<file path="config.mk">
export PLATFORM = sky130hd
export DESIGN_NAME = expr_eval_share_arb_flat
export DESIGN_NICKNAME = d
export VERILOG_FILES = /design/src/rtl/expr_eval_share_arb_if.sv /design/src/rtl/expr_eval_share_arb.sv /design/src/flat_wrapper.sv
export SDC_FILE = /design/constraint.sdc
export NUM_CORES = 1
export LEC_CHECK = 0
export ABC_AREA = 1
export CAP_MARGIN = 10
export CORE_AREA = 2 2 191 193
export CTS_CLUSTER_SIZE = 20
export DETAILED_ROUTE_END_ITERATION = 12
export DIE_AREA = 0 0 193 195
export GPL_TIMING_DRIVEN = 0
export MAX_ROUTING_LAYER = met4
export PLACE_DENSITY = 0.54
export SYNTH_ARGS = -nofsm -noshare
export SYNTH_HDL_FRONTEND = slang
export SYNTH_SLANG_ARGS = --single-unit
</file>
<file path="constraint.sdc">
create_clock -name clk -period 3.35 [get_ports clk]
set_clock_uncertainty 0.1 [all_clocks]
set_input_delay 1.005 -clock clk [delete_from_list [all_inputs] [get_ports clk]]
set_output_delay 1.005 -clock clk [all_outputs]
set_load 0.01 [all_outputs]
</file>
<file path="src/rtl/expr_eval_share_arb_if.sv">
// Request / datapath / response bundle for expr_eval_share_arb.
// slave: the arbiter side. master: requesters, datapath and response consumer.
// Optional parity signals exist only when EXPR_ARB_PARITY_EN is defined.
interface expr_eval_share_arb_if #(
  parameter int unsigned NREQ = 4,
  parameter int unsigned OPW  = 60,
  parameter int unsigned RESW = 90,
  parameter int unsigned IDW  = $clog2(NREQ)
) ();
  logic [NREQ-1:0]     req_valid;
  logic [NREQ-1:0]     req_ready;
  logic [NREQ*OPW-1:0] req_operands;
  logic [OPW-1:0]      dp_operands;
  logic [RESW-1:0]     dp_result;
  logic                rsp_valid;
  logic                rsp_ready;
  logic [IDW-1:0]      rsp_id;
  logic [RESW-1:0]     rsp_data;
  logic                busy;
`ifdef EXPR_ARB_PARITY_EN
  logic                dp_parity;
  logic                rsp_parity;
  logic                parity_err;

  modport slave (
    input  req_valid, req_operands, dp_result, rsp_ready, dp_parity,
    output req_ready, dp_operands, rsp_valid, rsp_id, rsp_data, busy, rsp_parity, parity_err
  );
  modport master (
    output req_valid, req_operands, dp_result, rsp_ready, dp_parity,
    input  req_ready, dp_operands, rsp_valid, rsp_id, rsp_data, busy, rsp_parity, parity_err
  );
`else
  modport slave (
    input  req_valid, req_operands, dp_result, rsp_ready,
    output req_ready, dp_operands, rsp_valid, rsp_id, rsp_data, busy
  );
  modport master (
    output req_valid, req_operands, dp_result, rsp_ready,
    input  req_ready, dp_operands, rsp_valid, rsp_id, rsp_data, busy
  );
`endif
endinterface

</file>
<file path="src/rtl/expr_eval_share_arb.sv">
// Round-robin share of one combinational expression datapath between NREQ requesters.
// One transaction in flight: IDLE (arbitrate) -> WAIT (hold operands) -> RESP (valid/ready).
// Optional feature macro: EXPR_ARB_PARITY_EN adds rsp_parity, dp_parity and sticky parity_err.
module expr_eval_share_arb #(
  parameter int unsigned NREQ     = 4,
  parameter int unsigned OPW      = 60,
  parameter int unsigned RESW     = 90,
  parameter int unsigned EVAL_LAT = 2,
  parameter int unsigned IDW      = $clog2(NREQ)
) (
  input logic                  clk,
  input logic                  rst,
  expr_eval_share_arb_if.slave bus
);

  localparam int unsigned CntW = (EVAL_LAT > 1) ? $clog2(EVAL_LAT) : 1;

  typedef enum logic [1:0] {StIdle, StWait, StResp} state_e;

  state_e          state_q, state_d;
  logic [IDW-1:0]  rr_ptr_q, rr_ptr_d;
  logic [IDW-1:0]  id_q, id_d;
  logic [OPW-1:0]  op_q, op_d;
  logic [CntW-1:0] cnt_q, cnt_d;
  logic            rsp_valid_q, rsp_valid_d;
  logic [IDW-1:0]  rsp_id_q, rsp_id_d;
  logic [RESW-1:0] rsp_data_q, rsp_data_d;
`ifdef EXPR_ARB_PARITY_EN
  logic            rsp_parity_q, rsp_parity_d;
  logic            parity_err_q, parity_err_d;
`endif

  logic            grant_found;
  logic [IDW-1:0]  grant_id;
  logic [IDW-1:0]  scan_idx;
  logic [NREQ-1:0] req_ready;

  // Round-robin search starting at rr_ptr; first valid requester wins.
  always_comb begin
    grant_found = 1'b0;
    grant_id    = '0;
    scan_idx    = '0;
    for (int k = 0; k < NREQ; k++) begin
      scan_idx = IDW'((int'(rr_ptr_q) + k) % NREQ);
      if (!grant_found && bus.req_valid[scan_idx]) begin
        grant_found = 1'b1;
        grant_id    = scan_idx;
      end
    end
  end

  // Next-state and request-accept logic.
  always_comb begin
    state_d     = state_q;
    rr_ptr_d    = rr_ptr_q;
    id_d        = id_q;
    op_d        = op_q;
    cnt_d       = cnt_q;
    rsp_valid_d = rsp_valid_q;
    rsp_id_d    = rsp_id_q;
    rsp_data_d  = rsp_data_q;
    req_ready   = '0;
`ifdef EXPR_ARB_PARITY_EN
    rsp_parity_d = rsp_parity_q;
    parity_err_d = parity_err_q;
`endif
    unique case (state_q)
      StIdle: begin
        if (grant_found) begin
          // Reset holds state in IDLE, so the accept strobe must be masked explicitly.
          req_ready = rst ? '0 : (NREQ'(1) << grant_id);
          op_d      = OPW'(bus.req_operands >> (32'(grant_id) * OPW));
          id_d      = grant_id;
          cnt_d     = CntW'(EVAL_LAT - 1);
          state_d   = StWait;
        end
      end
      StWait: begin
        if (cnt_q == '0) begin
          rsp_data_d  = bus.dp_result;
          rsp_id_d    = id_q;
          rsp_valid_d = 1'b1;
          state_d     = StResp;
`ifdef EXPR_ARB_PARITY_EN
          rsp_parity_d = ^bus.dp_result;
          if (bus.dp_parity != ^bus.dp_result) parity_err_d = 1'b1;
`endif
        end else begin
          cnt_d = cnt_q - 1'b1;
        end
      end
      StResp: begin
        if (bus.rsp_ready) begin
          rsp_valid_d = 1'b0;
          // Pointer moves past the served requester only once its response is taken.
          rr_ptr_d    = (id_q == IDW'(NREQ - 1)) ? '0 : id_q + 1'b1;
          state_d     = StIdle;
        end
      end
      default: state_d = StIdle;
    endcase
  end

  // State registers with synchronous active-high reset.
  always_ff @(posedge clk) begin
    if (rst) begin
      state_q     <= StIdle;
      rr_ptr_q    <= '0;
      id_q        <= '0;
      op_q        <= '0;
      cnt_q       <= '0;
      rsp_valid_q <= 1'b0;
      rsp_id_q    <= '0;
      rsp_data_q  <= '0;
`ifdef EXPR_ARB_PARITY_EN
      rsp_parity_q <= 1'b0;
      parity_err_q <= 1'b0;
`endif
    end else begin
      state_q     <= state_d;
      rr_ptr_q    <= rr_ptr_d;
      id_q        <= id_d;
      op_q        <= op_d;
      cnt_q       <= cnt_d;
      rsp_valid_q <= rsp_valid_d;
      rsp_id_q    <= rsp_id_d;
      rsp_data_q  <= rsp_data_d;
`ifdef EXPR_ARB_PARITY_EN
      rsp_parity_q <= rsp_parity_d;
      parity_err_q <= parity_err_d;
`endif
    end
  end

  assign bus.req_ready   = req_ready;
  assign bus.dp_operands = op_q;
  assign bus.rsp_valid   = rsp_valid_q;
  assign bus.rsp_id      = rsp_id_q;
  assign bus.rsp_data    = rsp_data_q;
  assign bus.busy        = (state_q != StIdle);
`ifdef EXPR_ARB_PARITY_EN
  assign bus.rsp_parity  = rsp_parity_q;
  assign bus.parity_err  = parity_err_q;
`endif

endmodule

</file>
<file path="src/flat_wrapper.sv">
// flat-port wrapper written by rule: the top's interface ports become plain ports
module expr_eval_share_arb_flat 
#(
  parameter int unsigned NREQ     = 4,
  parameter int unsigned OPW      = 60,
  parameter int unsigned RESW     = 90,
  parameter int unsigned EVAL_LAT = 2,
  parameter int unsigned IDW      = $clog2(NREQ)
)
  (clk, rst, bus_req_valid, bus_req_operands, bus_dp_result, bus_rsp_ready, bus_req_ready, bus_dp_operands, bus_rsp_valid, bus_rsp_id, bus_rsp_data, bus_busy);
  expr_eval_share_arb_if #(.NREQ(NREQ), .OPW(OPW), .RESW(RESW), .IDW(IDW)) bus_i ();
  input logic clk;
  input logic rst;
  input wire logic [$bits(bus_i.req_valid)-1:0] bus_req_valid;
  input wire logic [$bits(bus_i.req_operands)-1:0] bus_req_operands;
  input wire logic [$bits(bus_i.dp_result)-1:0] bus_dp_result;
  input wire logic [$bits(bus_i.rsp_ready)-1:0] bus_rsp_ready;
  output wire logic [$bits(bus_i.req_ready)-1:0] bus_req_ready;
  output wire logic [$bits(bus_i.dp_operands)-1:0] bus_dp_operands;
  output wire logic [$bits(bus_i.rsp_valid)-1:0] bus_rsp_valid;
  output wire logic [$bits(bus_i.rsp_id)-1:0] bus_rsp_id;
  output wire logic [$bits(bus_i.rsp_data)-1:0] bus_rsp_data;
  output wire logic [$bits(bus_i.busy)-1:0] bus_busy;
  assign bus_i.req_valid = bus_req_valid;
  assign bus_i.req_operands = bus_req_operands;
  assign bus_i.dp_result = bus_dp_result;
  assign bus_i.rsp_ready = bus_rsp_ready;
  assign bus_req_ready = bus_i.req_ready;
  assign bus_dp_operands = bus_i.dp_operands;
  assign bus_rsp_valid = bus_i.rsp_valid;
  assign bus_rsp_id = bus_i.rsp_id;
  assign bus_rsp_data = bus_i.rsp_data;
  assign bus_busy = bus_i.busy;
  expr_eval_share_arb #(.NREQ(NREQ), .OPW(OPW), .RESW(RESW), .EVAL_LAT(EVAL_LAT), .IDW(IDW)) u_core (.clk(clk), .rst(rst), .bus(bus_i));
endmodule
</file>
==> flow_results.xml <==
<?xml version="1.0" encoding="UTF-8"?>
<metrics>
  <group name="timing">
    <metric name="slew_viol_final" unit="">0</metric>
    <metric name="finalSetupTns" unit="ns">-0.0733</metric>
    <metric name="final-hold-violation-count" unit="">0</metric>
    <metric name="rsz0062_at_grt" unit="">true</metric>
    <metric name="timing.fmax" unit="MHz">296</metric>
    <metric name="timing.max_slew.rel_slack" unit="">0.527</metric>
    <metric name="setup_viol" unit="">4</metric>
    <metric name="worst_margin_slew" unit="ns">0.710</metric>
    <metric name="finalCritPeriodShare" unit="">1.01</metric>
    <metric name="post-route-min-period" unit="ns">3.37</metric>
    <metric name="setup_ws" unit="ns">-0.0245</metric>
    <metric name="final.hold.worst_slack" unit="ns">0.361</metric>
  </group>
  <group name="cts">
    <metric name="clk-insertion-delay-late" unit="ns">0.43</metric>
    <metric name="clock_tree.htree_level_count" unit="">4</metric>
    <metric name="max-clock-path-buffers" unit="">2</metric>
    <metric name="cts_root_buf" unit="">clkbuf_16</metric>
    <metric name="tritoncts" unit="">built</metric>
    <metric name="clk_pin_slew_worst_paths" unit="ns">0.07</metric>
    <metric name="num_cts_buffers" unit="">17</metric>
    <metric name="cts_num_sinks" unit="">160</metric>
    <metric name="cts.hold.buffers_added" unit="">0</metric>
  </group>
  <group name="synth">
    <metric name="synth.yosys.seq_area_share" unit="">0.387</metric>
    <metric name="synth_cells" unit="">1312</metric>
    <metric name="synthTopCellsByArea" unit="">dfxtp_1, nand2_1, nand3_1</metric>
    <metric name="synth_area_per_cell" unit="µm²">6.31</metric>
    <metric name="share_of_yosys_cell_area_claimed_by_the_top_area_cell_type" unit="">0.387</metric>
    <metric name="post_synthesis_cell_area" unit="µm²">8280</metric>
    <metric name="synth.net_count" unit="">1650</metric>
    <metric name="yosys_warnings" unit="">0</metric>
    <metric name="synth_area_leader_cell" unit="">dfxtp_1</metric>
    <metric name="yosys_register_bits" unit="">160</metric>
    <metric name="synth_cell_types" unit="">26</metric>
  </group>
  <group name="route">
    <metric name="route.antenna.remaining_nets" unit="">0</metric>
    <metric name="drc" unit="">0</metric>
    <metric name="avgRoutedWirePerCell" unit="µm">18.5</metric>
    <metric name="drt_first_pass_iters" unit="">5</metric>
    <metric name="drt_first_iter_violations" unit="">478</metric>
    <metric name="postRouteWirelength" unit="µm">42900</metric>
    <metric name="post_drt_via_cell_ratio" unit="">4.59</metric>
    <metric name="dr_total_vias" unit="">10600</metric>
  </group>
  <group name="floorplan">
    <metric name="die-height" unit="µm">195</metric>
    <metric name="chipWidth" unit="µm">193</metric>
    <metric name="floorplan.rows" unit="">69</metric>
    <metric name="initial_core_util" unit="">0.234</metric>
    <metric name="io-pin-count" unit="">495</metric>
    <metric name="design.core.area" unit="µm²">35400</metric>
    <metric name="die_area" unit="µm²">37600</metric>
  </group>
  <group name="critical_path">
    <metric name="timing.reg2reg.setup_slack" unit="ns">0.70</metric>
    <metric name="worstPathMaxFanout" unit="">4</metric>
    <metric name="critical-path-top-cell-by-count" unit="">nand2_2</metric>
    <metric name="largest_stage_delay_on_the_critical_path" unit="ns">0.18</metric>
    <metric name="path_cells" unit="">buf_8, inv_6, nand2_4, nand3_1, nand2_2, a21oi_2, nand2_2, nand2_8, buf_12, inv_8, nor3_4, buf_6</metric>
    <metric name="element_type_at_the_critical_path_start" unit="">primary input</metric>
    <metric name="critPathCaptureType" unit="">output pin</metric>
    <metric name="cpMaxStageDelayCell" unit="">nor3_4</metric>
    <metric name="critPathArrivalTime" unit="ns">2.27</metric>
    <metric name="crit_type" unit="">primary input to output pin</metric>
    <metric name="worst-endpoint-required" unit="ns">2.24</metric>
  </group>
  <group name="worst_hold_path">
    <metric name="worst_hold_path_type" unit="">flop to flop</metric>
  </group>
  <group name="place">
    <metric name="final_hpwl_dp" unit="µm">33900</metric>
    <metric name="globalplace.congestion" unit="">0.875</metric>
    <metric name="port_buffers" unit="">494</metric>
    <metric name="pre_cts_slack" unit="ns">-1.61</metric>
  </group>
  <group name="global_routing">
    <metric name="grt_first_pass_wirelength" unit="µm">61700</metric>
    <metric name="grt_max_degree" unit="">19</metric>
    <metric name="number_of_antenna_violations_at_the_first_check_in_global_routing" unit="">0</metric>
    <metric name="global_route.overflow_total" unit="">0</metric>
    <metric name="grtUsageTotal" unit="">0.225</metric>
    <metric name="first_global_vias" unit="">10500</metric>
  </group>
  <group name="final_layout">
    <metric name="layout-drive-gt1-share" unit="">0.0886</metric>
    <metric name="diode_insertion_count_for_antenna_repair" unit="">0</metric>
    <metric name="num-nets-final" unit="">2176</metric>
    <metric name="nFillCells" unit="">3785</metric>
    <metric name="flow.area_growth_from_synthesis" unit="%">79.2</metric>
    <metric name="post-route-util" unit="">0.419</metric>
  </group>
  <group name="power_and_ir_drop">
    <metric name="ir_worst_vdd" unit="mV">0.331</metric>
    <metric name="static-leakage-power" unit="µW">0.00621</metric>
    <metric name="power_density" unit="nW/µm²">549</metric>
  </group>
  <group name="status">
    <metric name="outcome" unit="">finished, violations left</metric>
    <metric name="failing_checks" unit="">negative setup slack</metric>
  </group>
  <group name="job">
    <metric name="max_capacitance_violation_total" unit="">0</metric>
  </group>
</metrics>
[flip-flops by register name, summed over array words and instances, names as in the netlist]
name,count
u_core.bus.rsp_data,90
u_core.bus.dp_operands,60
u_core.bus.rsp_id,2
u_core.id_q,2
u_core.rr_ptr_q,2
u_core.state_q,2
u_core.bus.rsp_valid,1
u_core.cnt_q,1
[what timing repair did]
action,4_1_cts,5_1_grt
gates resized for setup,94,43
endpoints found under the setup margin,4,4
setup buffers,15,2
pin swaps,21,27
[cell usage in the layout, fill, tap and decap left out, types with 3 or more instances in the layout]
cell             synthesis  layout
clkdlybuf4s50_1          0     486
nand2_1                426     403
nand3_1                295     291
dfxtp_1                160     158
nor2_1                 125     124
a21oi_1                100      99
clkbuf_1                47      47
buf_2                   43      39
inv_1                   45      38
o21ai_0                 30      30
nand2_2                  3      19
buf_4                    5      19
clkbuf_16                0      17
buf_6                    6      10
nand2_4                  1       6
inv_6                    1       5
inv_8                    0       5
buf_1                    5       5
clkinv_4                 0       4
nor3_4                   0       4
clkinv_8                 0       4
buf_8                    0       4
inv_4                    0       3
nand3_4                  0       3
buf_12                   1       3
[metrics by stage]
step                power, µW  cell area (µm²)  cells
finish                   8150            14800   2312
global route             8680            14800   2312
CTS                      8210            14700   2312
detailed placement       6050            13800   2267
global placement         6040            13800   2267
floorplan                4230             8300   1312
[Yosys cell counts (all sizes together)]
| library cell | count |
|---|---|
| a21oi | 100 |
| buf | 60 |
| clkbuf | 47 |
| dfxtp | 160 |
| ha | 1 |
| inv | 49 |
| nand2 | 430 |
| nand3 | 296 |
| nand3b | 1 |
| nand4 | 1 |
| nor2 | 129 |
| nor3 | 4 |
| o21ai | 33 |
| o31ai | 1 |
[logic make-up after synthesis]
group,after synthesis,share of synthesized area
AO/OA/AOI/OAI,134,0.0813
adder cells (fa/ha/maj),1,0.00151
buffers and inverters,156,0.0874
AND/OR/NAND/NOR,861,0.443
flip-flops,160,0.387
[worst paths after layout]
path | to | cells after the start | from
worst max-delay path | bus_req_ready[2] | 12 | bus_req_valid[1]
worst min register to register | u_core.bus.rsp_data[9]$_SDFFE_PP0P_ | 2 | u_core.bus.rsp_data[9]$_SDFFE_PP0P_
worst min-delay path | u_core.bus.rsp_data[9]$_SDFFE_PP0P_ | 2 | u_core.bus.rsp_data[9]$_SDFFE_PP0P_
worst max register to register | u_core.bus.dp_operands[45]$_SDFFE_PP0P_ | 17 | u_core.rr_ptr_q[0]$_SDFFE_PP0P_
[critical path: cells and delay by family]
family                 cells  cell delay, ns
buffers and inverters      5            0.43
AO/OA/AOI/OAI              1            0.13
AND/OR/NAND/NOR            6            0.69
[report_power, final]
part | total, µW | switching [µW] | internal (µW)
clock network | 1990 | 986 | 1000
logic | 3740 | 2080 | 1660
registers | 2420 | 186 | 2240
total | 8150 | 3260 | 4900
[final cells by class]
class                           instances  area, µm²  area share
Buffer                                103        548      0.0369
Clock buffer                           17        425      0.0287
Clock inverter                         15        170      0.0115
Inverter                               49        234      0.0158
Multi-Input combinational cell        996       4570       0.308
Sequential cell                       160       3210       0.216
Tap cell                              461        577      0.0389
Timing Repair Buffer                  511       5110       0.344
[per-layer routing]
layer,GRT usage,up-vias,part of all wire
met5,-,-,0
met4,0.0721,0,0.026
met3,0.0555,46,0.083
met2,0.390,424,0.49
met1,0.252,4823,0.40
li1,-,5324,-
No activity file was read; power rests on OpenSTA's default activity.
